===== src/rtl/id_stage_reg_elastic_if.sv =====
// ID->EXE handshake bundle: upstream (in) side, downstream (out) side.
// slave = the pipeline register, master = the ID/EXE neighbours.
interface id_stage_reg_elastic_if #(
  parameter int DATA_W = 32,
  parameter int REG_W  = 4,
  parameter int CMD_W  = 4
);
  logic              in_valid;
  logic              in_ready;
  logic              WB_EN_IN;
  logic              MEM_R_EN_IN;
  logic              MEM_W_EN_IN;
  logic              B_IN;
  logic              S_IN;
  logic              imm_IN;
  logic [CMD_W-1:0]  EXE_CMD_IN;
  logic [DATA_W-1:0] PC_in;
  logic [DATA_W-1:0] Val_Rn_IN;
  logic [DATA_W-1:0] Val_Rm_IN;
  logic [11:0]       Shift_operand_IN;
  logic [23:0]       Signed_imm_24_IN;
  logic [REG_W-1:0]  Dest_IN;

  logic              out_valid;
  logic              out_ready;
  logic              WB_EN;
  logic              MEM_R_EN;
  logic              MEM_W_EN;
  logic              B;
  logic              S;
  logic              imm;
  logic [CMD_W-1:0]  EXE_CMD;
  logic [DATA_W-1:0] PC;
  logic [DATA_W-1:0] Val_Rn;
  logic [DATA_W-1:0] Val_Rm;
  logic [11:0]       Shift_operand;
  logic [23:0]       Signed_imm_24;
  logic [REG_W-1:0]  Dest;

  modport slave (
    input  in_valid, WB_EN_IN, MEM_R_EN_IN, MEM_W_EN_IN,
    input  B_IN, S_IN, imm_IN, EXE_CMD_IN, PC_in,
    input  Val_Rn_IN, Val_Rm_IN, Shift_operand_IN,
    input  Signed_imm_24_IN, Dest_IN, out_ready,
    output in_ready, out_valid, WB_EN, MEM_R_EN, MEM_W_EN,
    output B, S, imm, EXE_CMD, PC, Val_Rn, Val_Rm,
    output Shift_operand, Signed_imm_24, Dest
  );

  modport master (
    output in_valid, WB_EN_IN, MEM_R_EN_IN, MEM_W_EN_IN,
    output B_IN, S_IN, imm_IN, EXE_CMD_IN, PC_in,
    output Val_Rn_IN, Val_Rm_IN, Shift_operand_IN,
    output Signed_imm_24_IN, Dest_IN, out_ready,
    input  in_ready, out_valid, WB_EN, MEM_R_EN, MEM_W_EN,
    input  B, S, imm, EXE_CMD, PC, Val_Rn, Val_Rm,
    input  Shift_operand, Signed_imm_24, Dest
  );
endinterface


===== src/rtl/id_stage_reg_elastic.sv =====
// Elastic ID->EXE register: valid/ready, optional 2-entry skid,
// flush, bubble gating of control enables and a saturating stall counter.
module id_stage_reg_elastic #(
  parameter int DATA_W  = 32,
  parameter int REG_W   = 4,
  parameter int CMD_W   = 4,
  parameter bit SKID_EN = 1'b1,
  parameter int CNT_W   = 16
) (
  input  logic             clk,
  input  logic             rst,
  input  logic             flush,
  id_stage_reg_elastic_if.slave bus,
  output logic [CNT_W-1:0] stall_cnt
);
  localparam int BW = 6 + CMD_W + 3*DATA_W + 12 + 24 + REG_W;

  logic [BW-1:0]    in_b;
  logic [BW-1:0]    m_q, m_d;
  logic             m_vld_q, m_vld_d;
  logic [CNT_W-1:0] cnt_q, cnt_d;
  logic             in_rdy;
  logic             acc;
  logic             dlv;

  assign in_b = {bus.WB_EN_IN, bus.MEM_R_EN_IN,
                 bus.MEM_W_EN_IN, bus.B_IN, bus.S_IN,
                 bus.imm_IN, bus.EXE_CMD_IN, bus.PC_in,
                 bus.Val_Rn_IN, bus.Val_Rm_IN,
                 bus.Shift_operand_IN,
                 bus.Signed_imm_24_IN, bus.Dest_IN};

  assign acc = bus.in_valid & in_rdy;
  assign dlv = m_vld_q & bus.out_ready;
  assign bus.in_ready = in_rdy;

  if (SKID_EN) begin : g_skid
    logic [BW-1:0] k_q, k_d;
    logic          k_vld_q, k_vld_d;

    // Ready depends only on skid occupancy, so it is a pure flop output.
    assign in_rdy = !k_vld_q;

    always_comb begin
      m_d     = m_q;
      m_vld_d = m_vld_q;
      k_d     = k_q;
      k_vld_d = k_vld_q;
      if (flush) begin
        m_vld_d = 1'b0;
        k_vld_d = 1'b0;
      end else if (acc && (!m_vld_q || dlv)) begin
        m_vld_d = 1'b1;
        if (k_vld_q) begin
          m_d = k_q;
          k_d = in_b;
        end else begin
          m_d = in_b;
        end
      end else if (acc) begin
        k_d     = in_b;
        k_vld_d = 1'b1;
      end else if (dlv) begin
        if (k_vld_q) begin
          m_d     = k_q;
          k_vld_d = 1'b0;
        end else begin
          m_vld_d = 1'b0;
        end
      end
    end

    always_ff @(posedge clk or posedge rst) begin
      if (rst) begin
        k_q     <= '0;
        k_vld_q <= 1'b0;
      end else begin
        k_q     <= k_d;
        k_vld_q <= k_vld_d;
      end
    end
  end else begin : g_single
    assign in_rdy = bus.out_ready | !m_vld_q;

    always_comb begin
      m_d     = m_q;
      m_vld_d = m_vld_q;
      if (flush) begin
        m_vld_d = 1'b0;
      end else if (acc) begin
        m_d     = in_b;
        m_vld_d = 1'b1;
      end else if (dlv) begin
        m_vld_d = 1'b0;
      end
    end
  end

  always_comb begin
    cnt_d = cnt_q;
    if (m_vld_q && !bus.out_ready && cnt_q != '1)
      cnt_d = cnt_q + {{(CNT_W-1){1'b0}}, 1'b1};
  end

  always_ff @(posedge clk or posedge rst) begin
    if (rst) begin
      m_q     <= '0;
      m_vld_q <= 1'b0;
      cnt_q   <= '0;
    end else begin
      m_q     <= m_d;
      m_vld_q <= m_vld_d;
      cnt_q   <= cnt_d;
    end
  end

  // Control enables are forced low in bubbles; data fields just hold.
  assign bus.out_valid = m_vld_q;
  assign bus.WB_EN     = m_q[BW-1] & m_vld_q;
  assign bus.MEM_R_EN  = m_q[BW-2] & m_vld_q;
  assign bus.MEM_W_EN  = m_q[BW-3] & m_vld_q;
  assign bus.B         = m_q[BW-4] & m_vld_q;
  assign bus.S         = m_q[BW-5] & m_vld_q;
  assign {bus.imm, bus.EXE_CMD, bus.PC, bus.Val_Rn,
          bus.Val_Rm, bus.Shift_operand,
          bus.Signed_imm_24, bus.Dest} = m_q[BW-6:0];
  assign stall_cnt = cnt_q;
endmodule


===== src/flat_wrapper.sv =====
// flat-port wrapper written by rule: the top's interface ports become plain ports
module id_stage_reg_elastic_flat 
#(
  parameter int DATA_W  = 32,
  parameter int REG_W   = 4,
  parameter int CMD_W   = 4,
  parameter bit SKID_EN = 1'b1,
  parameter int CNT_W   = 16
)
  (clk, rst, flush, stall_cnt, bus_in_valid, bus_WB_EN_IN, bus_MEM_R_EN_IN, bus_MEM_W_EN_IN, bus_B_IN, bus_S_IN, bus_imm_IN, bus_EXE_CMD_IN, bus_PC_in, bus_Val_Rn_IN, bus_Val_Rm_IN, bus_Shift_operand_IN, bus_Signed_imm_24_IN, bus_Dest_IN, bus_out_ready, bus_in_ready, bus_out_valid, bus_WB_EN, bus_MEM_R_EN, bus_MEM_W_EN, bus_B, bus_S, bus_imm, bus_EXE_CMD, bus_PC, bus_Val_Rn, bus_Val_Rm, bus_Shift_operand, bus_Signed_imm_24, bus_Dest);
  id_stage_reg_elastic_if #(.DATA_W(DATA_W), .REG_W(REG_W), .CMD_W(CMD_W)) bus_i ();
  input  logic clk;
  input  logic rst;
  input  logic flush;
  output logic [CNT_W-1:0] stall_cnt;
  input wire logic [$bits(bus_i.in_valid)-1:0] bus_in_valid;
  input wire logic [$bits(bus_i.WB_EN_IN)-1:0] bus_WB_EN_IN;
  input wire logic [$bits(bus_i.MEM_R_EN_IN)-1:0] bus_MEM_R_EN_IN;
  input wire logic [$bits(bus_i.MEM_W_EN_IN)-1:0] bus_MEM_W_EN_IN;
  input wire logic [$bits(bus_i.B_IN)-1:0] bus_B_IN;
  input wire logic [$bits(bus_i.S_IN)-1:0] bus_S_IN;
  input wire logic [$bits(bus_i.imm_IN)-1:0] bus_imm_IN;
  input wire logic [$bits(bus_i.EXE_CMD_IN)-1:0] bus_EXE_CMD_IN;
  input wire logic [$bits(bus_i.PC_in)-1:0] bus_PC_in;
  input wire logic [$bits(bus_i.Val_Rn_IN)-1:0] bus_Val_Rn_IN;
  input wire logic [$bits(bus_i.Val_Rm_IN)-1:0] bus_Val_Rm_IN;
  input wire logic [$bits(bus_i.Shift_operand_IN)-1:0] bus_Shift_operand_IN;
  input wire logic [$bits(bus_i.Signed_imm_24_IN)-1:0] bus_Signed_imm_24_IN;
  input wire logic [$bits(bus_i.Dest_IN)-1:0] bus_Dest_IN;
  input wire logic [$bits(bus_i.out_ready)-1:0] bus_out_ready;
  output wire logic [$bits(bus_i.in_ready)-1:0] bus_in_ready;
  output wire logic [$bits(bus_i.out_valid)-1:0] bus_out_valid;
  output wire logic [$bits(bus_i.WB_EN)-1:0] bus_WB_EN;
  output wire logic [$bits(bus_i.MEM_R_EN)-1:0] bus_MEM_R_EN;
  output wire logic [$bits(bus_i.MEM_W_EN)-1:0] bus_MEM_W_EN;
  output wire logic [$bits(bus_i.B)-1:0] bus_B;
  output wire logic [$bits(bus_i.S)-1:0] bus_S;
  output wire logic [$bits(bus_i.imm)-1:0] bus_imm;
  output wire logic [$bits(bus_i.EXE_CMD)-1:0] bus_EXE_CMD;
  output wire logic [$bits(bus_i.PC)-1:0] bus_PC;
  output wire logic [$bits(bus_i.Val_Rn)-1:0] bus_Val_Rn;
  output wire logic [$bits(bus_i.Val_Rm)-1:0] bus_Val_Rm;
  output wire logic [$bits(bus_i.Shift_operand)-1:0] bus_Shift_operand;
  output wire logic [$bits(bus_i.Signed_imm_24)-1:0] bus_Signed_imm_24;
  output wire logic [$bits(bus_i.Dest)-1:0] bus_Dest;
  assign bus_i.in_valid = bus_in_valid;
  assign bus_i.WB_EN_IN = bus_WB_EN_IN;
  assign bus_i.MEM_R_EN_IN = bus_MEM_R_EN_IN;
  assign bus_i.MEM_W_EN_IN = bus_MEM_W_EN_IN;
  assign bus_i.B_IN = bus_B_IN;
  assign bus_i.S_IN = bus_S_IN;
  assign bus_i.imm_IN = bus_imm_IN;
  assign bus_i.EXE_CMD_IN = bus_EXE_CMD_IN;
  assign bus_i.PC_in = bus_PC_in;
  assign bus_i.Val_Rn_IN = bus_Val_Rn_IN;
  assign bus_i.Val_Rm_IN = bus_Val_Rm_IN;
  assign bus_i.Shift_operand_IN = bus_Shift_operand_IN;
  assign bus_i.Signed_imm_24_IN = bus_Signed_imm_24_IN;
  assign bus_i.Dest_IN = bus_Dest_IN;
  assign bus_i.out_ready = bus_out_ready;
  assign bus_in_ready = bus_i.in_ready;
  assign bus_out_valid = bus_i.out_valid;
  assign bus_WB_EN = bus_i.WB_EN;
  assign bus_MEM_R_EN = bus_i.MEM_R_EN;
  assign bus_MEM_W_EN = bus_i.MEM_W_EN;
  assign bus_B = bus_i.B;
  assign bus_S = bus_i.S;
  assign bus_imm = bus_i.imm;
  assign bus_EXE_CMD = bus_i.EXE_CMD;
  assign bus_PC = bus_i.PC;
  assign bus_Val_Rn = bus_i.Val_Rn;
  assign bus_Val_Rm = bus_i.Val_Rm;
  assign bus_Shift_operand = bus_i.Shift_operand;
  assign bus_Signed_imm_24 = bus_i.Signed_imm_24;
  assign bus_Dest = bus_i.Dest;
  id_stage_reg_elastic #(.DATA_W(DATA_W), .REG_W(REG_W), .CMD_W(CMD_W), .SKID_EN(SKID_EN), .CNT_W(CNT_W)) u_core (.clk(clk), .rst(rst), .flush(flush), .bus(bus_i), .stall_cnt(stall_cnt));
endmodule

===== config.mk =====
export PLATFORM = sky130hd
export DESIGN_NAME = id_stage_reg_elastic_flat
export DESIGN_NICKNAME = d
export VERILOG_FILES = /design/src/rtl/id_stage_reg_elastic_if.sv /design/src/rtl/id_stage_reg_elastic.sv /design/src/flat_wrapper.sv
export SDC_FILE = /design/constraint.sdc
export NUM_CORES = 1
export LEC_CHECK = 0
export CORE_UTILIZATION = 54
export CTS_BUF_LIST = sky130_fd_sc_hd__clkbuf_16
export DETAILED_ROUTE_END_ITERATION = 8
export DONT_BUFFER_PORTS = 1
export PLACE_DENSITY = 0.79
export SETUP_SLACK_MARGIN = 0.4
export SLEW_MARGIN = 30
export SYNTH_ARGS = -nofsm -noshare
export SYNTH_HDL_FRONTEND = slang
export SYNTH_SLANG_ARGS = --single-unit

===== constraint.sdc =====
create_clock -name clk -period 22.7 [get_ports clk]
set_clock_uncertainty 0.1 [all_clocks]
set_input_delay 1.135 -clock clk [delete_from_list [all_inputs] [get_ports clk]]
set_output_delay 1.135 -clock clk [all_outputs]
set_load 0.005 [all_outputs]

==> run metrics, run 1 <==
# hold bufs at CTS=0; post-CTS sizing=0; WL final=about 27 mm; Post-synth EDFFs=0; share of layout cells above drive strength 1=about 19%; DRC Markers=0; Max-Cap Viols=0; Crit. End Element=register; hold crit path type=register to register; P&R area growth vs syn=0.794%; Layout Cells excl Fill=1,370; Overflow after GRT=0; total clock sinks=between 300 and 400; Initial Util=55.7%; top-count cell post-synth=dfrtp_1; Synth Warn #=0; DP HPWL=about 18 mm; clock transition at the registers of the reported paths=approximately 0.06 ns; register area share after synthesis=54.7%; Yosys reg bits=310; Slew HR=approximately a third; Critical Path RT=between 20 and 25 ns; drt first-iter violations=650; setup TNS=0 ns; clock root buffer master=clkbuf_16; Post-Synthesis Cell Area=~14,000 µm²; Avg Inst Size Synth=approximately 12 µm²; final core utilization=about 56%; crit-path max FO=42; Die Ht=164 µm; initial antenna violation count=0; Power Dens Cells=between 100 and 150 nW/µm²; number of diodes=0; RSZ-0062 raised after global routing=false; Placed Cells=1,313; status=complete, no violations; Total GRT Usage=between 10% and 20%; Die ar.=26,900 µm²; post-CTS setup buffers=0; XOR/XNOR Fraction of Synth Area=0.741%; slowest cell on the critical path=nor2_4; vias in the first global route=just under 8,000; VDD IR-drop max=0.0606 mV; mux cell area share after synthesis=between 20 and 25%; area of the core=between 20,000 and 30,000 µm²; Inserted Clock Buffers=34; Worst EP arrival=between 3 and 4 ns; largest area contributor in the netlist=dfrtp_1; CTS tree=yes; synth cell count leaders=dfrtp_1 (310), buf_4 (155), a21oi_1 (150); worst skew pair latency=~0.50 ns; htree depth=2; Row Count=58; antenna-violating nets left=0; CP top delay family=buffers and inverters; num ports=roughly 320; crit path time final=about 3.4 ns; DR pass1 iterations=6; pin count of the biggest net entering global routing=160; leakage power=approximately 6.4 nW; Peak Freq=293 MHz; Worst-Margin Slew=around 1 ns; endpoints failing setup=0; Die X=about 160 µm; worst path cell trace=nor2b_1 -> nor2_4 -> buf_4 -> buf_4 -> mux2i_1 -> a21oi_1; max incr delay on CP=between 0.6 and 0.7 ns; Cells after Synth=between 1,000 and 1,500; final-report hold violation count=0; GPL Wtd Cong=roughly 0.81; post-synthesis compound-gate area fraction=around 5.7%; drt wl/cell=between 15 and 20 µm; global-route wire length before repair=around 42 mm; Distinct cells, synth=38; Max Slew Vio Count=0; Final #Nets=1,171; via count=7,773; async set or reset register ratio after synthesis=100%; adder-cell share of the synthesized area=less than 1%; syn_nets=1,328; main combinational cell family by area after synthesis=multiplexers; Clock Path Buffers=3; IO Port Bufs=0; period utilization=15.0%; crit-path most repeated cell=buf_4; worst path bufs/invs=2; Primary FF master, synth=dfrtp_1; share of the synthesized area in the top cell type=54.7%; Area contributors post-synth=dfrtp_1 (55%), mux2i_1 (10%), mux2_2 (10%); Vias/cell=around 5.7; Simple-Gate Fraction of Synth Area=a little under 6%; startpoint class of the critical path=register; WS Path Type=register to register
stage by stage:
| stage | instance area [µm²] | setup slack (ns) | power, mW | hold WS, ns |
|---|---|---|---|---|
| 5_1_grt | 14300 | 19.09 | 1.61 | 0.395 |
| 2_1_floorplan | 14200 | 12.89 | 1.04 | 0.357 |
| 6_report | 14300 | 19.29 | 1.52 | 0.384 |
| 3_3_place_gp | 13200 | 18.86 | 1.01 | 0.366 |
| 3_5_place_dp | 13300 | 18.77 | 1.02 | 0.375 |
| 4_1_cts | 14300 | 19.27 | 1.54 | 0.388 |
state kept, by name, indices dropped and copies added, names as in the netlist:
signal                 count
u_core.m_q               146
u_core.bus.out_valid       1
u_core.stall_cnt          16
u_core.g_skid.k_vld_q      1
u_core.g_skid.k_q        146
cell usage in the layout (no fill, tap or decap), types with 2 or more instances in the layout:
cell	count
dfrtp_1	310
clkinv_2	2
buf_4	8
mux2_1	23
nand2_1	9
nor4_2	2
clkinv_1	5
nand4_1	2
nor3_4	2
inv_1	15
o21ai_0	2
nand4_2	2
mux2_2	126
mux2i_1	146
xor2_1	10
buf_6	3
nor3_1	3
a21oi_1	150
and2_1	6
xnor2_1	2
a211oi_1	4
nand3_1	6
clkbuf_16	37
nor2_1	147
worst paths after layout:
kind | startpoint | end | slack [ns] | cells after the start
worst min-delay path | u_core.g_skid.k_q[92]$_DFFE_PP0P_ | u_core.g_skid.k_q[92]$_DFFE_PP0P_ | 0.38 | 1
min in group asynchronous | rst | u_core.g_skid.k_q[121]$_DFFE_PP0P_ | 0.52 | 1
worst max-delay path | u_core.bus.out_valid$_DFFE_PP0P_ | u_core.m_q[117]$_DFFE_PP0P_ | 19.29 | 6
worst min register to register | u_core.g_skid.k_q[92]$_DFFE_PP0P_ | u_core.g_skid.k_q[92]$_DFFE_PP0P_ | 0.38 | 1
max in group asynchronous | rst | u_core.m_q[1]$_DFFE_PP0P_ | 20.67 | 3
worst max register to register | u_core.bus.out_valid$_DFFE_PP0P_ | u_core.m_q[117]$_DFFE_PP0P_ | 19.29 | 6
where the power goes:
group,internal [mW],switching [mW]
sequential,0.691,0.101
combinational,0.118,0.102
clock,0.302,0.207
logic make-up (layout without fill, tap and decap cells):
logic type,after synthesis,after routing
DFF,310,310
xor gates and xnor gates,12,12
and+or+nand+nor,189,189
buffers and inverters,210,74
adders and majority gates,1,1
AOI/OAI and AO/OA,158,158
muxes,296,296
layout make-up:
cell class | instances | area [µm²]
Sequential cell | 310 | 7760
Clock buffer | 37 | 926
Clock inverter | 20 | 109
Multi-Input combinational cell | 656 | 4940
Tap cell | 330 | 413
Timing Repair Buffer | 12 | 121
Fill cell | 2062 | 11200
Inverter | 5 | 31.3
layer usage:
layer  wire, µm  share of wire [%]  up-vias  GRT usage, %
met3       3160                 12       65          8.54
li1           -                  -     3582             -
met4        894                3.3        0          8.16
met1      10200                 38     3830          23.7
met2      12700                 47      296          31.3
met5          0                  0        -             0
Note: power is estimated with default switching activity, not from simulation.
==> inputs of run 2 (changes only) <==
==> constraint.sdc (replaced) <==
create_clock -name clk -period 3.15 [get_ports clk]
set_clock_uncertainty 0.1 [all_clocks]
set_input_delay 0.1575 -clock clk [delete_from_list [all_inputs] [get_ports clk]]
set_output_delay 0.1575 -clock clk [all_outputs]
set_load 0.005 [all_outputs]
==> run 2 against run 1 <==
Sequential share of layout area down 5.7 points. First-iteration DRC count is 8.3% lower. Routed wire length grew 7.8%. Combinational power increased to 8.3 times the previous value. Largest cell class unchanged. Core utilization grew 6.6 points. Global-route usage is 1.6 points higher.
==> run metrics, run 2 (synthesis gave the netlist of run 1 again) <==
status=complete, no violations; Overflow after GRT=0 (unchanged); global-route wire length before repair=46.1 mm (+9.4%); endpoints failing setup=0 (unchanged); Slew HR=38.1% (+3.9 points); setup TNS=0 ns (unchanged); area of the core=25,500 µm² (unchanged); initial antenna violation count=1 (+1); commonest non-fill, non-tap cell in the layout=dfrtp_1; DP HPWL=17.4 mm (-1.6%); Max-Cap Viols=0 (unchanged); P&R area growth vs syn=12.6%; IO Port Bufs=0 (unchanged); pin count of the biggest net entering global routing=161 (+0.63%); final instance area=16,000 µm² (+12%); Multi-input gate area=4940 µm² (unchanged); Pint=8.32 mW (+650%); Worst-Margin Slew=0.928 ns (-0.0579 ns); Clock Path Buffers=3 (unchanged); Crit. End Element=register; crit path time final=2.27 ns (-1.14 ns); Fillers=1,840 (-11%); drt wl/cell=19.1 µm (-3.2%); Power Dens Cells=715 nW/µm² (+570%); RSZ-0062 raised after global routing=false; CTS tree=yes; clock root buffer master=clkbuf_16; commonest cells after routing, fill and taps aside=dfrtp_1 (310), dlygate4sd3_1 (151), a21oi_1 (150); Worst EP arrival=2.50 ns (-1.14 ns); Die ar.=26,900 µm² (unchanged); WS Path Type=register to register; startpoint class of the critical path=register; Max Slew Vio Count=0 (unchanged); Die X=164 µm (unchanged); leakage power=7.04 nW (+11%); clock group share of total power=33.9% (+0.4 points); Inserted Clock Buffers=34 (unchanged); total clock sinks=310 (unchanged); GPL Wtd Cong=0.786 (-2.7%); combinational power share=16.0% (+1.5 points); Peak Freq=440 MHz (+50%); WL final=29.1 mm (+7.8%); Critical Path RT=3.38 ns (-19.55 ns); DRC Markers=0 (unchanged); Row Count=58 (unchanged); final-report hold violation count=0 (unchanged); switching pwr=3.11 mW (+660%); worst skew pair latency=0.49 ns (about the same); crit-path max FO=25 (-40%); Final #Nets=1,326 (+13%); Cell Area, Placed=13,400 µm² (+0.95%); Reg area=7760 µm² (unchanged); clock transition at the registers of the reported paths=0.06 ns (about the same); Pwr Total=11.4 mW (+650%); num ports=315 (unchanged); share of layout cells above drive strength 1=16.9% (-1.7 points); VDD IR-drop max=0.551 mV (+810%); period utilization=72.1% (+57 points); Total GRT Usage=21.4% (+1.6 points); post-CTS setup buffers=0 (unchanged); Die Ht=164 µm (unchanged); vias in the first global route=8,964 (+13%); antenna-violating nets left=0 (unchanged); htree depth=2 (unchanged); via count=8,572 (+10%); Vias/cell=5.62 (-0.99%); Initial Util=55.7% (unchanged); drt first-iter violations=596 (-8.3%); DR pass1 iterations=5 (-1); hold crit path type=primary input to register; power share of the sequential group=50.2% (-1.9 points); post-CTS sizing=0 (unchanged); Sw Share=27.2% (+0.25 points)
run 2: cell count changes in the layout (fill, tap and decap cells not counted), sizes merged:
| cell | previous run | this run |
|---|---|---|
| dlygate4sd3 | 0 | 151 |
| diode | 0 | 1 |
| bufinv | 1 | 3 |
| buf | 12 | 16 |
| clkinvlp | 0 | 1 |
| inv | 16 | 10 |
| clkinv | 8 | 11 |
run 2: worst max-delay path, stage by stage, from the launching register on:
cell and delay, ns:
dfrtp_1 0.49, nor2b_1 0.27, nor2_4 0.33, buf_12 0.25, buf_12 0.24, mux2i_1 0.27
a21oi_1 0.13
run 2: per-layer routing:
layer	vias to the layer above	global-route usage (%)	part of all wire, %
met5	-	0	0
met4	0	8.71	3.4
met3	80	7.25	8.7
met2	316	35.9	49
met1	4279	25.1	39
li1	3897	-	-
run 2: final timing paths:
check                                             startpoint                           endpoint  slack (ns)  depth (start not counted)
setup reg to reg            u_core.bus.out_valid$_DFFE_PP0P_         u_core.m_q[57]$_DFFE_PP0P_        0.88                          6
hold / removal                                         flush        u_core.m_q[139]$_DFFE_PP0P_        0.02                          3
hold reg to reg            u_core.g_skid.k_q[88]$_DFFE_PP0P_  u_core.g_skid.k_q[88]$_DFFE_PP0P_        0.38                          1
setup / recovery            u_core.bus.out_valid$_DFFE_PP0P_         u_core.m_q[57]$_DFFE_PP0P_        0.88                          6
min in group asynchronous                                rst  u_core.g_skid.k_q[26]$_DFFE_PP0P_        0.24                          3
max in group asynchronous                                rst         u_core.m_q[67]$_DFFE_PP0P_        1.94                          3
run 2: timing repair:
item | 4_1_cts | 5_1_grt
endpoints found under the hold margin | 607 | 0
endpoints found under the setup margin | 0 | 0
hold buffers | 151 | 0
run 2: metrics by stage:
step                utilization (%)  hold slack (ns)  setup WS, ns  cells
floorplan                         -            0.121         -1.23   1176
global placement               52.5            0.125          1.04   1317
detailed placement             52.5            0.125          1.00   1317
CTS                            62.7          0.00195         0.980   1525
global route                   62.7           0.0469         0.800   1526
finish                         62.7           0.0242         0.878   1526
run 2: final cells by class:
| cell class | instances | area share (%) |
|---|---|---|
| Inverter | 5 | 0.141 |
| Antenna cell | 1 | 0.0157 |
| Sequential cell | 310 | 48.5 |
| Clock inverter | 20 | 1.01 |
| Clock buffer | 37 | 5.79 |
| Multi-Input combinational cell | 656 | 30.9 |
| Tap cell | 330 | 2.58 |
| Timing Repair Buffer | 167 | 11.0 |
run 2: power groups by stage:
stage | Sequential (mW) | Clock (mW) | Combinational, mW
2_1_floorplan | 5.44 | 0 | 2.04
3_5_place_dp | 5.77 | 0 | 1.63
4_1_cts | 5.72 | 3.96 | 1.81
5_1_grt | 5.86 | 4.12 | 2.04
6_report | 5.73 | 3.87 | 1.82
3_3_place_gp | 5.73 | 0 | 1.53
